<file path="src/rtl/mod_counter_pkg.sv">
// Shared constants and helpers for the modulo up/down counter.
// Direction and mode encodings, plus the preset clamp used on load.
// Pure definitions; no state, no timing.
package mod_counter_pkg;

  localparam bit DIR_UP    = 1'b1;
  localparam bit DIR_DOWN  = 1'b0;

  localparam bit MODE_WRAP = 1'b0;
  localparam bit MODE_SAT  = 1'b1;

  // Out-of-range presets land on the top count rather than being truncated.
  // 33-bit operands cover every legal WIDTH, including MODULUS = 2**32.
  function automatic logic [32:0] clamp_preset(input logic [32:0] value,
                                               input logic [32:0] modulus);
    clamp_preset = (value < modulus) ? value : (modulus - 33'd1);
  endfunction

endpackage

</file>
<file path="src/rtl/mod_counter_step.sv">
// Next-count and terminal-event calculation for the modulo up/down counter.
// Purely combinational, zero latency.
// No flow control; the caller decides whether to apply the result.
module mod_counter_step
  import mod_counter_pkg::*;
#(
  parameter int     WIDTH    = 8,
  parameter longint MODULUS  = 256,
  parameter bit     SATURATE = MODE_WRAP
) (
  input  logic [WIDTH-1:0] a,
  input  logic             up,
  output logic [WIDTH-1:0] nxt,
  output logic             term
);

  // One spare bit so MODULUS = 2**WIDTH still has an exact MODULUS-1.
  localparam logic [WIDTH:0] MAX = (WIDTH+1)'(MODULUS - 1);
  localparam logic [WIDTH:0] ONE = (WIDTH+1)'(1);

  logic [WIDTH:0] a_ext;
  logic [WIDTH:0] sum;
  logic           unused_sum_msb;

  // Step one count in the requested direction, handling the range ends.
  always_comb begin
    a_ext = {1'b0, a};
    sum   = a_ext;
    term  = 1'b0;
    if (up == DIR_UP) begin
      term = (a_ext == MAX);
      if (!term)                       sum = a_ext + ONE;
      else if (SATURATE == MODE_WRAP)  sum = '0;
    end else begin
      term = (a_ext == '0);
      if (!term)                       sum = a_ext - ONE;
      else if (SATURATE == MODE_WRAP)  sum = MAX;
    end
  end

  assign nxt            = sum[WIDTH-1:0];
  assign unused_sum_msb = sum[WIDTH];

endmodule

</file>
<file path="src/rtl/mod_updown_counter.sv">
// Modulo-MODULUS up/down counter with preset, wrap pulse and optional sticky overflow.
// One cycle: a, wrap and ovf are registered and reflect the previous edge's inputs.
// No backpressure; en gates counting. Sticky ovf built only with MOD_UPDOWN_COUNTER_STICKY_EN.
module mod_updown_counter
  import mod_counter_pkg::*;
#(
  parameter int     WIDTH    = 8,
  parameter longint MODULUS  = 256,
  parameter bit     SATURATE = MODE_WRAP
) (
  input  logic             clk,
  input  logic             clr,
  input  logic             en,
  input  logic             up,
  input  logic             pr,
  input  logic [WIDTH-1:0] n,
  input  logic             ovf_clr,
  output logic [WIDTH-1:0] a,
  output logic             wrap,
  output logic             ovf
);

  generate
    if (WIDTH < 2 || WIDTH > 32)
      $error("mod_updown_counter: WIDTH must be 2..32");
    if (MODULUS < 2 || MODULUS > (longint'(1) << WIDTH))
      $error("mod_updown_counter: MODULUS must be 2..2**WIDTH");
  endgenerate

  localparam logic [32:0] MOD33 = 33'(MODULUS);

  logic [WIDTH-1:0]  nxt;
  logic              term;
  logic              evt;
  logic [32:0]       preset_full;
  logic [WIDTH-1:0]  preset;
  logic [32-WIDTH:0] unused_preset_hi;

  mod_counter_step #(
    .WIDTH    (WIDTH),
    .MODULUS  (MODULUS),
    .SATURATE (SATURATE)
  ) u_step (
    .a    (a),
    .up   (up),
    .nxt  (nxt),
    .term (term)
  );

  assign preset_full      = clamp_preset(33'(n), MOD33);
  assign preset           = preset_full[WIDTH-1:0];
  assign unused_preset_hi = preset_full[32:WIDTH];

  // A terminal event only counts when the counter is actually stepping.
  assign evt = en & ~pr & term;

  // Count register and terminal pulse: preset beats enable beats hold.
  always_ff @(posedge clk or posedge clr) begin
    if (clr) begin
      a    <= '0;
      wrap <= 1'b0;
    end else if (pr) begin
      a    <= preset;
      wrap <= 1'b0;
    end else if (en) begin
      a    <= nxt;
      wrap <= term;
    end else begin
      wrap <= 1'b0;
    end
  end

`ifdef MOD_UPDOWN_COUNTER_STICKY_EN
  // Sticky overflow: a new event wins over a same-edge clear request.
  always_ff @(posedge clk or posedge clr) begin
    if (clr)          ovf <= 1'b0;
    else if (evt)     ovf <= 1'b1;
    else if (ovf_clr) ovf <= 1'b0;
  end
`else
  logic unused_ovf_inputs;

  assign ovf               = 1'b0;
  assign unused_ovf_inputs = ovf_clr ^ evt;
`endif

endmodule

</file>
<file path="config.mk">
export PLATFORM = sky130hd
export DESIGN_NAME = mod_updown_counter
export DESIGN_NICKNAME = d
export VERILOG_FILES = /design/src/rtl/mod_counter_pkg.sv /design/src/rtl/mod_counter_step.sv /design/src/rtl/mod_updown_counter.sv
export SDC_FILE = /design/constraint.sdc
export NUM_CORES = 1
export LEC_CHECK = 0
export CORE_ASPECT_RATIO = 0.7
export CORE_UTILIZATION = 40
export DETAILED_ROUTE_END_ITERATION = 12
export PLACE_DENSITY_LB_ADDON = 0.08
export SLEW_MARGIN = 10
export SYNTH_ARGS = -nofsm -noshare
export SYNTH_HDL_FRONTEND = slang
export SYNTH_SLANG_ARGS = --single-unit
</file>
<file path="constraint.sdc">
create_clock -name clk -period 2.4 [get_ports clk]
set_input_delay 0.24 -clock clk [delete_from_list [all_inputs] [get_ports clk]]
set_output_delay 0.24 -clock clk [all_outputs]
set_load 0.01 [all_outputs]
</file>
After elaboration in Yosys (flattened, before gate mapping) --
Index checks and enable logic that the tools add are counted.
Word-level totals: word-level logic and storage cells 15, input bits 14, output and inout bits 10, register bits 9
Operators by class: add/sub/neg operators 2, reductions and logical operators 2, mux-type cells 8, equality and inequality tests 1
Operators by type and width (count):
- 8-bit two-way mux | 5
- 8-bit by 1-bit adder with 8-bit output (second input constant) | 1
- 8-bit equality test (second input constant) | 1
- 8-bit logical NOT | 1
- 8-bit by 1-bit subtractor with 8-bit output (second input constant) | 1
- 1-bit two-way mux | 3
- 2-bit nonzero test | 1

Logic depth before layout (Yosys ltp) --
word-level depth 5, depth in mapped cells 7, mapped depth without buffers 6

Cells and area by module --
From an unflattened synthesis, not the netlist that was laid out.
Unflattened totals: cell total of the unflattened synthesis 102, area total of the unflattened synthesis 839.6 sq um
Modules (own cells, without submodules):
- mod_updown_counter | times used 1, area each 420.4 sq um, seq. area each 225.2 sq um, cells each 40
- mod_counter_step | times used 1, area each 419.2 sq um, seq. area each 0.0 sq um, cells each 62

Worst setup path after synthesis --
OpenSTA, ideal clock, no wires.
kind reg-to-reg, start point register a[0], end point register a[6], clock period less this slack 1818 ps, stages on the path, launching flop included 8, setup time 67 ps, data required time 2333 ps, slack 582 ps, path buffers 1, arrival time 1751 ps, cell sequence dfrtp_1 > clkbuf_1 > inv_1 > ha_1 > nor2b_1 > and3_1 > a2111oi_2 > a311o_1
Between the ends: longest elaborated chain between the ends 5, elaborated cells on any way between the ends 9, classes of those cells 2 x add/sub; 1 x eq/ne; 5 x mux; 1 x reduce/logical
Ends and longest elaborated chain:
- from (decl) | line mod_updown_counter.sv:18 | output logic [WIDTH-1:0] a,
- from (signal assigned) | line mod_updown_counter.sv:63 | a <= preset;
- from (signal assigned) | line mod_updown_counter.sv:66 | a <= nxt;
- 8-bit by 1-bit subtractor with 8-bit output, or another cell as far along | line mod_counter_step.sv:36 | if (!term) sum = a_ext - ONE;
- 8-bit two-way mux (on tied branches) | line mod_counter_step.sv:36, mod_counter_step.sv:32
- 8-bit two-way mux * | line mod_counter_step.sv:30 | if (up == DIR_UP) begin
- 8-bit two-way mux * | line mod_updown_counter.sv:65 | end else if (en) begin
- 8-bit two-way mux * | line mod_updown_counter.sv:62 | end else if (pr) begin
Every way passes the cells marked *; elsewhere a longest branch is shown, timed or not. The select of a mux whose other input is x is not followed. A chain may end at the register's enable or synchronous reset.

Final worst setup path --
Same ends and word-level chain as after synthesis.

==> results.md <==
* Port bufs at 21
* Highest net fanout along the worst path at 10
* Synth warnings at 0
* Critical path class: flip-flop to flip-flop
* Die width at slightly below 60 µm
* Fin Hold WS at around 240 ps
* I/O Pins at 24
* Multi-input combinational cell area at roughly 590 µm²
* Post-synthesis async set-or-reset flop share at 100%
* Initial antenna violation count at 0
* Chip Height at slightly above 40 µm
* Clock sink count at 9
* Vias per cell at roughly 5.7
* Cts repair resizes at 0
* Dpl hpwl at approximately 1.8 mm
* Cell count of the worst reg-to-reg path at 6
* TritonCTS Buffers at 3
* Area leader, netlist: dfrtp_1
* Area share of the largest cell type after synthesis at 25.2%
* Number of enable flip-flop cells after synthesis at 0
* Achievable Freq at 527 MHz
* Fin crit period at 1900 ps
* Yosys reg bits at 9
* Setup violations, final at 0
* First-pass GRT wire length at 4.00 mm
* VDD IR max at between 0.2 and 0.3 mV
* DR pass1 iterations at 4
* Crit path required time at roughly 2600 ps
* Status: finished, final reports clean
* Worst path max stage delay at 540 ps
* Row cnt at 13
* CTS tree: built
* 1st-iter DRT viols at 59
* All-Layer GR Usage at 21.4%
* Critical Path AT at 2100 ps
* DRT antenna net count at 0
* Final wirelength at around 2.3 mm
* Root Buffer: clkbuf_4
* Number of diodes at 0
* Synth Instances at approximately 120
* Die area at around 2400 µm²
* Clk_lat worst skew at around 270 ps
* Leak pwr at ~0.44 nW
* DRC at 0
* RSZ-0062 raised after global routing: false
* Register area at 225 µm²
* # fillers at about 190
* Slew Viols, Final at 0
* Reg2Reg Setup Slack at roughly 500 ps
* Synthesis-to-finish area growth at 27.0%
* H-tree Lvls at 1
* Vias in the first global route at about 850
* Top FF cell, synth: dfrtp_1
* Largest net degree at the start of global routing at 15
* Final period util at 79.1%
* Syn Nets at 134
* Wire per inst at 14.0 µm
* Distinct cells, synth at 46
* Seq/Total Area, Yosys at 25.2%
* Max Cap Viol at 0
* Worst Hold Class: primary input to asynchronous set/reset pin
* Via count at around 940
* Top-count cell post-synth: nand2_1
* Synth area leaders: dfrtp_1 25%, nand2_1 5.5%, ha_1 4.2%, a21oi_1 3.9%, o21ai_0 3.9%
* Post-CTS Setup Inserts at 0
* Longest Clk Path Bufs at 2
* Top post-synthesis cells by count: 13 x nand2_1, 9 x dfrtp_1, 9 x nor2_1
* Final Hold Vio Count at 0
* Initial Util at 45.1%
* Ratio of cells with drive above 1 in the final layout at under 10%
* GRT overflow at 0
* Clk slew on worst S/H paths at about 70 ps
* Core ar. at 1980 µm²
* Nets at 153
* Power density cells at 475 nW/µm²
* Crit path cell chain: inv_1 -> ha_1 -> nor2b_1 -> and3_1 -> a2111oi_2 -> a311o_1
* Mapped cell area at about 900 µm²
* Worst setup EP type: flip-flop
* Avg Inst Size Synth at 7.65 µm²
* Cts-stage hold buffer count at 0
* Final GP Congestion at slightly below 0.9
* Setup_tns at 0 ps
* Worst path slowest cell: dfrtp_1
* Critical Path Start Type: flip-flop
* Setup skew after layout at between 1.5 and 2 ps
==> worst max-delay path, delay by kind of cell, from the launching register on <==
kind | cells | cell delay, ps
simple gates | 2 | 390
buf+inv | 1 | 130
fa+ha+maj | 1 | 260
flops | 1 | 540
compound gates | 2 | 510
==> where the power goes <==
group	internal [mW]	total [mW]	switching, mW	leakage (nW)
registers	0.167	0.221	0.0539	0.109
clock network	0.0617	0.123	0.0609	0.0177
logic	0.105	0.196	0.0914	0.316
==> path summary, 6_finish.rpt <==
kind                            start  endpoint
worst max-delay path             a[0]      a[6]
worst min-delay path              clr      a[4]
worst max register to register   a[0]      a[6]
worst min register to register   a[7]      a[7]
max in group asynchronous         clr      a[5]
min in group clk                 n[1]      a[1]
==> layer usage <==
metal | wire length (µm) | vias up | GRT usage (%)
met1 | 1110 | 428 | 31.0
met3 | 222 | 2 | 9.35
met2 | 954 | 45 | 29.4
met4 | 14 | 0 | 3.81
li1 | - | 460 | -
met5 | 0 | - | 0
==> through the flow <==
stage | cell area, µm² | total power, mW | utilization (%) | setup slack (ps) | std cells
floorplan | 895 | 0.339 | - | 582 | 117
CTS | 1140 | 0.542 | 57.3 | 502 | 165
global route | 1140 | 0.583 | 57.3 | 372 | 165
finish | 1140 | 0.540 | 57.3 | 502 | 165
global placement | 1110 | 0.415 | 55.9 | 564 | 161
detailed placement | 1110 | 0.418 | 55.9 | 533 | 161
==> layout by cell type, fill, tap and decap left out, types with 3 or more instances in the layout <==
| cell | Yosys | final |
|---|---|---|
| clkbuf_4 | 0 | 3 |
| nor2_1 | 9 | 9 |
| nand4_1 | 3 | 3 |
| nand2_1 | 13 | 13 |
| inv_1 | 7 | 7 |
| and3_1 | 3 | 3 |
| o21ai_0 | 7 | 7 |
| nand3_1 | 5 | 5 |
| xnor2_1 | 3 | 3 |
| o21ai_1 | 3 | 3 |
| nor2b_1 | 3 | 3 |
| ha_1 | 3 | 3 |
| dfrtp_1 | 9 | 9 |
| clkdlybuf4s50_1 | 0 | 21 |
| a21oi_1 | 7 | 7 |
==> cell type report <==
cell class / count / share of cell area [%]
sequential: 9 / 19.8
clock inverter: 1 / 0.441
inverter: 7 / 2.31
tap: 30 / 3.30
multi-input combinational: 92 / 52.3
timing repair buffer: 23 / 19.8
clock buffer: 3 / 1.98
==> sequential cells by signal, indices dropped and copies added, names as in the netlist <==
signal / count
a: 8
wrap: 1
==> kinds of logic after synthesis <==
logic type                 after synthesis  share of synthesized area [%]
DFF                                      9                           25.2
AOI/OAI and AO/OA                       35                           27.0
other                                    1                          0.419
and+or+nand+nor                         48                           29.8
buffers and inverters                   16                           8.39
muxes                                    1                           1.12
xor gates and xnor gates                 4                           3.92
adders and majority gates                3                           4.20
Power figures use the tool's default switching activity.
